==> src/rtl/minmax_window8_pkg.sv <==
// Shared constants, state encoding and sizing helper for the windowed min/max tracker.
// The 8-bit datapath width and the running-extreme sentinels live here.
package minmax_window8_pkg;

    localparam int DATA_W = 8;

    localparam logic [DATA_W-1:0] MIN_INIT = 8'hFF;
    localparam logic [DATA_W-1:0] MAX_INIT = 8'h00;

    typedef enum logic {
        ACCUM = 1'b0,
        HOLD  = 1'b1
    } state_t;

    // Counter width for a window of n samples; never narrower than one bit.
    function automatic int cnt_width(input int n);
        return (n <= 1) ? 1 : $clog2(n);
    endfunction

endpackage

==> src/rtl/minmax_window8_if.sv <==
// Sample-in / result-out handshake bundle for minmax_window8.
// The master side produces samples and consumes results; the slave side is the tracker.
interface minmax_window8_if #(
    parameter int WIDTH = 8
);
    logic [WIDTH-1:0] I_DATA;
    logic             I_VALID;
    logic             I_READY;
    logic [WIDTH-1:0] O_MIN;
    logic [WIDTH-1:0] O_MAX;
    logic             O_VALID;
    logic             O_READY;

    modport master (
        output I_DATA, I_VALID, O_READY,
        input  I_READY, O_MIN, O_MAX, O_VALID
    );

    modport slave (
        input  I_DATA, I_VALID, O_READY,
        output I_READY, O_MIN, O_MAX, O_VALID
    );
endinterface

==> src/rtl/minmax_update8.sv <==
// Combinational running-extreme update: folds one sample into the stored min and max.
// Ties pick the sample, which is indistinguishable from keeping the equal stored value.
module minmax_update8
    import minmax_window8_pkg::*;
(
    input  logic [DATA_W-1:0] sample,
    input  logic [DATA_W-1:0] run_min,
    input  logic [DATA_W-1:0] run_max,
    output logic [DATA_W-1:0] new_min,
    output logic [DATA_W-1:0] new_max
);
    logic sample_le_min;
    logic max_le_sample;

    ule8_cmp u_cmp_min (
        .a  (sample),
        .b  (run_min),
        .le (sample_le_min)
    );

    ule8_cmp u_cmp_max (
        .a  (run_max),
        .b  (sample),
        .le (max_le_sample)
    );

    assign new_min = sample_le_min ? sample : run_min;
    assign new_max = max_le_sample ? sample : run_max;
endmodule

==> src/rtl/ule8_cmp.sv <==
// 8-bit unsigned less-or-equal comparator built as a ripple carry chain.
// le = (a <= b), taken as the carry-out of b + ~a + 1 (no borrow means b >= a).
module ule8_cmp
    import minmax_window8_pkg::*;
(
    input  logic [DATA_W-1:0] a,
    input  logic [DATA_W-1:0] b,
    output logic              le
);
    logic [DATA_W:0] carry;

    assign carry[0] = 1'b1;

    genvar gi;
    generate
        for (gi = 0; gi < DATA_W; gi++) begin : g_chain
            assign carry[gi+1] = (b[gi] & ~a[gi]) | ((b[gi] ^ ~a[gi]) & carry[gi]);
        end
    endgenerate

    assign le = carry[DATA_W];
endmodule

==> src/rtl/minmax_window8.sv <==
// Windowed running min/max tracker: after WINDOW accepted samples it presents the
// window's extremes on a one-deep valid/ready result register, then starts again.
module minmax_window8
    import minmax_window8_pkg::*;
#(
    parameter int WIDTH  = 8,
    parameter int WINDOW = 16
) (
    input  logic              CLK,
    input  logic              RESET,
    input  logic              CLR,
    minmax_window8_if.slave   bus
);
    localparam int              CNT_W    = cnt_width(WINDOW);
    localparam logic [CNT_W-1:0] CNT_LAST = CNT_W'(WINDOW - 1);

    state_t             state_reg;
    logic [CNT_W-1:0]   cnt_reg;
    logic [WIDTH-1:0]   run_min_reg;
    logic [WIDTH-1:0]   run_max_reg;
    logic [WIDTH-1:0]   o_min_reg;
    logic [WIDTH-1:0]   o_max_reg;
    logic [WIDTH-1:0]   new_min;
    logic [WIDTH-1:0]   new_max;
    logic               ready;
    logic               accept;
    logic               last;

    // The only combinational path: a consumer taking the result frees the input this cycle.
    assign ready  = !CLR && (state_reg == ACCUM || bus.O_READY);
    assign accept = bus.I_VALID && ready;
    assign last   = (cnt_reg == CNT_LAST);

    assign bus.I_READY = ready;
    assign bus.O_MIN   = o_min_reg;
    assign bus.O_MAX   = o_max_reg;
    assign bus.O_VALID = (state_reg == HOLD);

    minmax_update8 u_update (
        .sample  (bus.I_DATA),
        .run_min (run_min_reg),
        .run_max (run_max_reg),
        .new_min (new_min),
        .new_max (new_max)
    );

    always_ff @(posedge CLK) begin
        if (RESET) begin
            state_reg   <= ACCUM;
            cnt_reg     <= '0;
            run_min_reg <= MIN_INIT;
            run_max_reg <= MAX_INIT;
            o_min_reg   <= '0;
            o_max_reg   <= '0;
        end else begin
            if (state_reg == HOLD && bus.O_READY) begin
                state_reg <= ACCUM;
            end

            if (CLR) begin
                cnt_reg     <= '0;
                run_min_reg <= MIN_INIT;
                run_max_reg <= MAX_INIT;
            end else if (accept) begin
                if (last) begin
                    // Final sample: load the result (overriding a same-cycle consume).
                    o_min_reg   <= new_min;
                    o_max_reg   <= new_max;
                    state_reg   <= HOLD;
                    cnt_reg     <= '0;
                    run_min_reg <= MIN_INIT;
                    run_max_reg <= MAX_INIT;
                end else begin
                    run_min_reg <= new_min;
                    run_max_reg <= new_max;
                    cnt_reg     <= cnt_reg + CNT_W'(1);
                end
            end
        end
    end
endmodule

==> src/flat_wrapper.sv <==
// flat-port wrapper written by rule: the top's interface ports become plain ports
module minmax_window8_flat import minmax_window8_pkg::*;
#(
    parameter int WIDTH  = 8,
    parameter int WINDOW = 16
)
  (CLK, RESET, CLR, bus_I_DATA, bus_I_VALID, bus_O_READY, bus_I_READY, bus_O_MIN, bus_O_MAX, bus_O_VALID);
  minmax_window8_if #(.WIDTH(WIDTH)) bus_i ();
  input  logic CLK;
  input  logic RESET;
  input  logic CLR;
  input wire logic [$bits(bus_i.I_DATA)-1:0] bus_I_DATA;
  input wire logic [$bits(bus_i.I_VALID)-1:0] bus_I_VALID;
  input wire logic [$bits(bus_i.O_READY)-1:0] bus_O_READY;
  output wire logic [$bits(bus_i.I_READY)-1:0] bus_I_READY;
  output wire logic [$bits(bus_i.O_MIN)-1:0] bus_O_MIN;
  output wire logic [$bits(bus_i.O_MAX)-1:0] bus_O_MAX;
  output wire logic [$bits(bus_i.O_VALID)-1:0] bus_O_VALID;
  assign bus_i.I_DATA = bus_I_DATA;
  assign bus_i.I_VALID = bus_I_VALID;
  assign bus_i.O_READY = bus_O_READY;
  assign bus_I_READY = bus_i.I_READY;
  assign bus_O_MIN = bus_i.O_MIN;
  assign bus_O_MAX = bus_i.O_MAX;
  assign bus_O_VALID = bus_i.O_VALID;
  minmax_window8 #(.WIDTH(WIDTH), .WINDOW(WINDOW)) u_core (.CLK(CLK), .RESET(RESET), .CLR(CLR), .bus(bus_i));
endmodule
==> config.mk <==
export PLATFORM = sky130hd
export DESIGN_NAME = minmax_window8_flat
export DESIGN_NICKNAME = d
export VERILOG_FILES = /design/src/rtl/minmax_window8_pkg.sv /design/src/rtl/minmax_window8_if.sv /design/src/rtl/minmax_update8.sv /design/src/rtl/ule8_cmp.sv /design/src/rtl/minmax_window8.sv /design/src/flat_wrapper.sv
export SDC_FILE = /design/constraint.sdc
export NUM_CORES = 1
export LEC_CHECK = 0
export ABC_AREA = 1
export BUFFER_PORTS_ARGS = -buffer_cell sky130_fd_sc_hd__buf_2
export CORE_MARGIN = 8
export CORE_UTILIZATION = 35
export DETAILED_ROUTE_END_ITERATION = 10
export GPL_ROUTABILITY_DRIVEN = 0
export PLACE_DENSITY = 0.65
export SLEW_MARGIN = 10
export SYNTH_ARGS = -nofsm -noshare
export SYNTH_HDL_FRONTEND = slang
export SYNTH_SLANG_ARGS = --single-unit
==> constraint.sdc <==
create_clock -name CLK -period 4.6 [get_ports CLK]
set_input_delay 0.92 -clock CLK [delete_from_list [all_inputs] [get_ports CLK]]
set_output_delay 0.92 -clock CLK [all_outputs]
set_load 0.03 [all_outputs]
Word-level counts from Yosys, hierarchy flattened
Index checks and enable logic that the tools add are counted.

Register bits after elaboration: 37. Bits in latches: 0. Memory bits (writable): 0. ROM bits: 0. Input bits: 13. Output and inout port bits: 18. Logic and storage cells: 104. Memories: 0.

Add/subtract/negate cells: 1. Multiply operators: 0. Div/mod/pow operators: 0. Order comparisons: 0. Equality and inequality tests: 1. Shift operators: 0. Muxes and demuxes: 9. Bitwise logic cells: 80. Reductions and logical operators: 7.

Operators with widths (number): $mux W8 (4); $and A1 B1 Y1 (30); $not A1 Y1 (18); $or A1 B1 Y1 (16); $xor A1 B1 Y1 (16); $add A4 B1 Y4 const B (1); $eq A4 B4 Y1 const B (1); $mux W1 (4); $mux W4 (1); $logic_and A1 B1 Y1 (3); $reduce_and A3 Y1 (1); $reduce_or A2 Y1 (1); $logic_not A1 Y1 (1); $logic_or A1 B1 Y1 (1).

Logic depth before layout (Yosys ltp)
Depth after elaboration: 19. Depth in mapped cells: 21.

Hierarchy
From an unflattened synthesis, not the netlist that was laid out.

Cell total of the unflattened synthesis: 342. Area, all modules: 2138.3 um^2.

By module, submodules not included: minmax_window8 (instances 1, cells each 216, area each 1527.7 um^2); ule8_cmp (instances 2, cells each 37, area each 200.2 um^2); minmax_update8 (instances 1, cells each 52, area each 210.2 um^2).

Worst setup path after synthesis
OpenSTA, ideal clock, no wires.

Path type: input port to flip-flop. Start: input bus_O_READY. End: register u_core.o_min_reg[5] (netlist: u_core.bus.O_MIN[5]). Data arrival time: 2396 ps. Data required time: 4491 ps. Setup slack: 2095 ps. Stages on the path: 10. Buffers on the path: 1. Cells stage by stage: inv_1 > a21oi_1 > nand2_1 > nor3_2 > nand2_1 > inv_2 > buf_2 > nand3_1 > nand2_1 > inv_1.

Word-level cells in the longest chain between the ends: 4.

Ends and longest elaborated chain: start: declaration (line flat_wrapper.sv:14) `input wire logic [$bits(bus_i.O_READY)-1:0] bus_O_READY;`; $logic_or A1 B1 Y1 (line minmax_window8.sv:30) `assign ready = !CLR && (state_reg == ACCUM || bus.O_READY);`; $logic_and A1 B1 Y1 (line minmax_window8.sv:30); net bus_I_READY (line flat_wrapper.sv:15) `output wire logic [$bits(bus_i.I_READY)-1:0] bus_I_READY;`; $logic_and A1 B1 Y1 (line minmax_window8.sv:31) `assign accept = bus.I_VALID && ready;`; $reduce_and A3 Y1 (no line); end signal: assignment (line minmax_window8.sv:67) `o_min_reg <= new_min;`; end: declaration (line minmax_window8.sv:21) `logic [WIDTH-1:0] o_min_reg;`.

The timed path passes the listed nets, and every way through them passes these cells. A chain may end at the register's enable or synchronous reset.

Worst setup path in the final report
Start: input bus_O_READY. End: register u_core.run_min_reg[6].

Word-level cells in the longest chain between the ends: 3.

Ends and longest elaborated chain: $logic_or A1 B1 Y1 (line minmax_window8.sv:30); $logic_and A1 B1 Y1 (line minmax_window8.sv:30); $logic_and A1 B1 Y1 (line minmax_window8.sv:31); end signal: assignment (line minmax_window8.sv:74) `run_min_reg <= new_min;`; end: declaration (line minmax_window8.sv:19) `logic [WIDTH-1:0] run_min_reg;`.

Every way passes these cells.

==> summary.md <==
| Metric | Value |
|---|---|
| Htree depth | 2 |
| Dominant synthesized flop cell | dfxtp_1 |
| Pleak | about 1.3 nW |
| Die Y | between 90 and 100 um |
| Antenna viol nets, final | 0 |
| Worst Path Arrival | between 2 and 3 ns |
| Delay-heaviest family, CP | simple AND/OR/NAND/NOR gates |
| Worst min-delay path category | reg -> reg |
| Pin count of the biggest net entering global routing | 33 |
| Clock network power share | about a third |
| Logic pwr share | about 15% |
| Inst Count DP | 416 |
| Ports | 31 |
| Setup CP Type | in -> reg |
| Vias | roughly 1,900 |
| Yosys reg bits | 37 |
| Share of cells above drive strength 1 | a little over an eighth |
| Mapped Area | about 2100 um^2 |
| Seq pwr share | 50.0% |
| WP buf/inv | 4 |
| Wirelength per Cell | 11.2 um |
| Antenna violations before repair | 0 |
| Setup crit start kind | input pin |
| Worst slew margin | between 50% and 60% |
| Worst clock skew | roughly 0.0036 ns |
| Syn Area/Cell | 6.51 um^2 |
| Syn. warnings | 0 |
| Top post-synthesis cells by count | nand2_1 (103), inv_1 (53), dfxtp_1 (37) |
| P&R area growth vs syn | 14.0% |
| Nets | between 300 and 400 |
| First-pass GRT wire length | a little over 8 mm |
| CP Capture Type | flip-flop |
| Hold-fix buffers at CTS | 0 |
| Crit path required time | a little under 5 ns |
| Die width | around 93 um |
| Crit-path max cell delay | between 0.4 and 0.5 ns |
| Buffers on Ports | 30 |
| Most frequent CP cell | nand2_1 |
| Number of buffers created by CTS | 5 |
| CTS Root Buffer Type | clkbuf_8 |
| Die outline area | approximately 8700 um^2 |
| Instance count of the mapped netlist | approximately 320 |
| RSZ-0062 raised after global routing | false |
| Final Setup Violations | 0 |
| Worst vdd ir | roughly 0.00012 V |
| Total GRT Usage | around 12% |
| Grt ovf | 0 |
| Synth top area share | 35.7% |
| Largest cells by area after synthesis | dfxtp_1 (36%), nand2_1 (19%), ha_1 (10%), inv_1 (9.6%), nand3_1 (7.2%) |
| Tcrit/Tclk final | ~59% |
| # rows | 28 |
| Max stage delay cell, worst path | nand2_1 |
| Vias in the first global route | between 1,500 and 2,000 |
| Setup TNS | 0 ns |
| Met3 routed WL | ~170 um |
| Highest clock rate | between 0.3 and 0.4 GHz |
| ANT cells | 0 |
| Post-route DRC | 0 |
| Vias per cell | approximately 4.5 |
| DP Area | 2280 um^2 |
| Worst skew pair latency | roughly 0.29 ns |
| Core Area | roughly 5800 um^2 |
| Final min period | between 2 and 3 ns |
| Area leader, netlist | dfxtp_1 |
| Number of synthesized flops with an enable pin | 0 |
| Slew Viols, Final | 0 |
| Final HPWL DP | around 3.7 mm |
| CTS max path bufs | 2 |
| M1 WL | 2.24 mm |
| P_sw | 0.000193 W |
| Sink Count | 37 |
| Worst-path clk slew | 0.07 ns |
| Post-synth cell types | 20 |
| Drt pass-1 iters | 4 |
| Non-Filler Instances | about 420 |
| DR WL met2 | 2.28 mm |
| Ys async rst share | 0% |
| Final Cell Area | roughly 2400 um^2 |
| Outcome | finished, final reports clean |
| Post CTS Setup Buffer Count | 0 |
| Cell Pwr Density | ~280 nW/um^2 |
| Syn nets | about 350 |
| Final wirelength | between 4 and 5 mm |
| Worst-margin pin slew | between 0.7 and 0.8 ns |
| Initial Util | a little over a third |
| Register area share after synthesis | a little over a third |
| Endpoints failing hold | 0 |
| CTS tree | built |
| Max Cap Viol | 0 |
| Switch share | just under 30% |
| Hold WS | roughly 0.47 ns |
| Crit-path max FO | 32 |
| DRT iter0 DRCs | 106 |
| Cell-by-cell trace of the critical path | buf_2 > inv_1 > a21oi_1 > nand2_1 > nor3_2 > nand2_1 > inv_2 > nor2_1 > inv_1 > a21oi_1 > nand2_1 |
| DR top layer | met4 |
| Cts repair resizes | 0 |
| Internal | ~0.00046 W |
| Count leader, synth | nand2_1 |
per-stage QoR:
stage / utilization, % / power (W) / setup WS, ns
after floorplan: - / 0.000407 / 2.10
after global placement: 39.2 / 0.000434 / 1.62
after detailed placement: 39.2 / 0.000435 / 1.54
after CTS: 40.7 / 0.000662 / 1.83
after global routing: 40.7 / 0.000692 / 1.47
final: 40.7 / 0.000655 / 1.89
kinds of logic (layout without fill, tap and decap cells):
kind of cell / Yosys count / after routing / share of synthesized area [%]
flip-flops: 37 / 37 / 35.7
adder cells (fa/ha/maj): 17 / 17 / 10.2
buffers and inverters: 64 / 94 / 12.1
AO/OA/AOI/OAI: 26 / 26 / 6.63
AND/OR/NAND/NOR: 175 / 175 / 35.4
placed cells by master, fill, tap and decap left out, drive strengths merged:
cell,n
nand2,108
inv,55
dfxtp,37
nor2,35
nand3,30
buf,30
a21oi,20
ha,17
clkbuf,5
o21ai,5
clkinv,3
nor3,2
a31oi,1
clkinvlp,1
tightest hold or removal path: stages (launching register included):
cell,delay (ns)
dfxtp_1,0.31
nand2_1,0.06
a21oi_1,0.06
power groups by stage:
stage	Combinational (W)	Clock [W]	Sequential, W
2_1_floorplan	0.0000730	0	0.000334
4_1_cts	0.000100	0.000234	0.000328
5_1_grt	0.000116	0.000247	0.000328
6_report	0.0000991	0.000228	0.000328
3_5_place_dp	0.0000998	0	0.000335
3_3_place_gp	0.0000984	0	0.000335
path summary, 6_finish.rpt:
check | start | cells past startpoint | endpoint | slack (ns)
setup / recovery | bus_O_READY | 11 | u_core.run_min_reg[6] | 1.89
hold / removal | u_core.run_max_reg[4] | 2 | u_core.run_max_reg[4] | 0.47
setup reg to reg | u_core.bus.O_VALID | 9 | u_core.run_min_reg[6] | 2.28
hold reg to reg | u_core.run_max_reg[4] | 2 | u_core.run_max_reg[4] | 0.47
area by class of cell:
type | instances | area, um^2
tap | 75 | 93.8
inverter | 56 | 210
clock inverter | 3 | 17.5
fill | 651 | 3450
sequential | 37 | 741
multi-input combinational | 218 | 1080
clock buffer | 5 | 68.8
timing repair buffer | 30 | 150
per-layer routing:
| metal | global-route usage, % | up-vias |
|---|---|---|
| met2 | 19.1 | 23 |
| met1 | 14.0 | 854 |
| li1 | - | 1031 |
| met4 | 4.43 | 0 |
| met5 | 0 | - |
| met3 | 2.88 | 7 |
(Power assumes the default switching activity.)
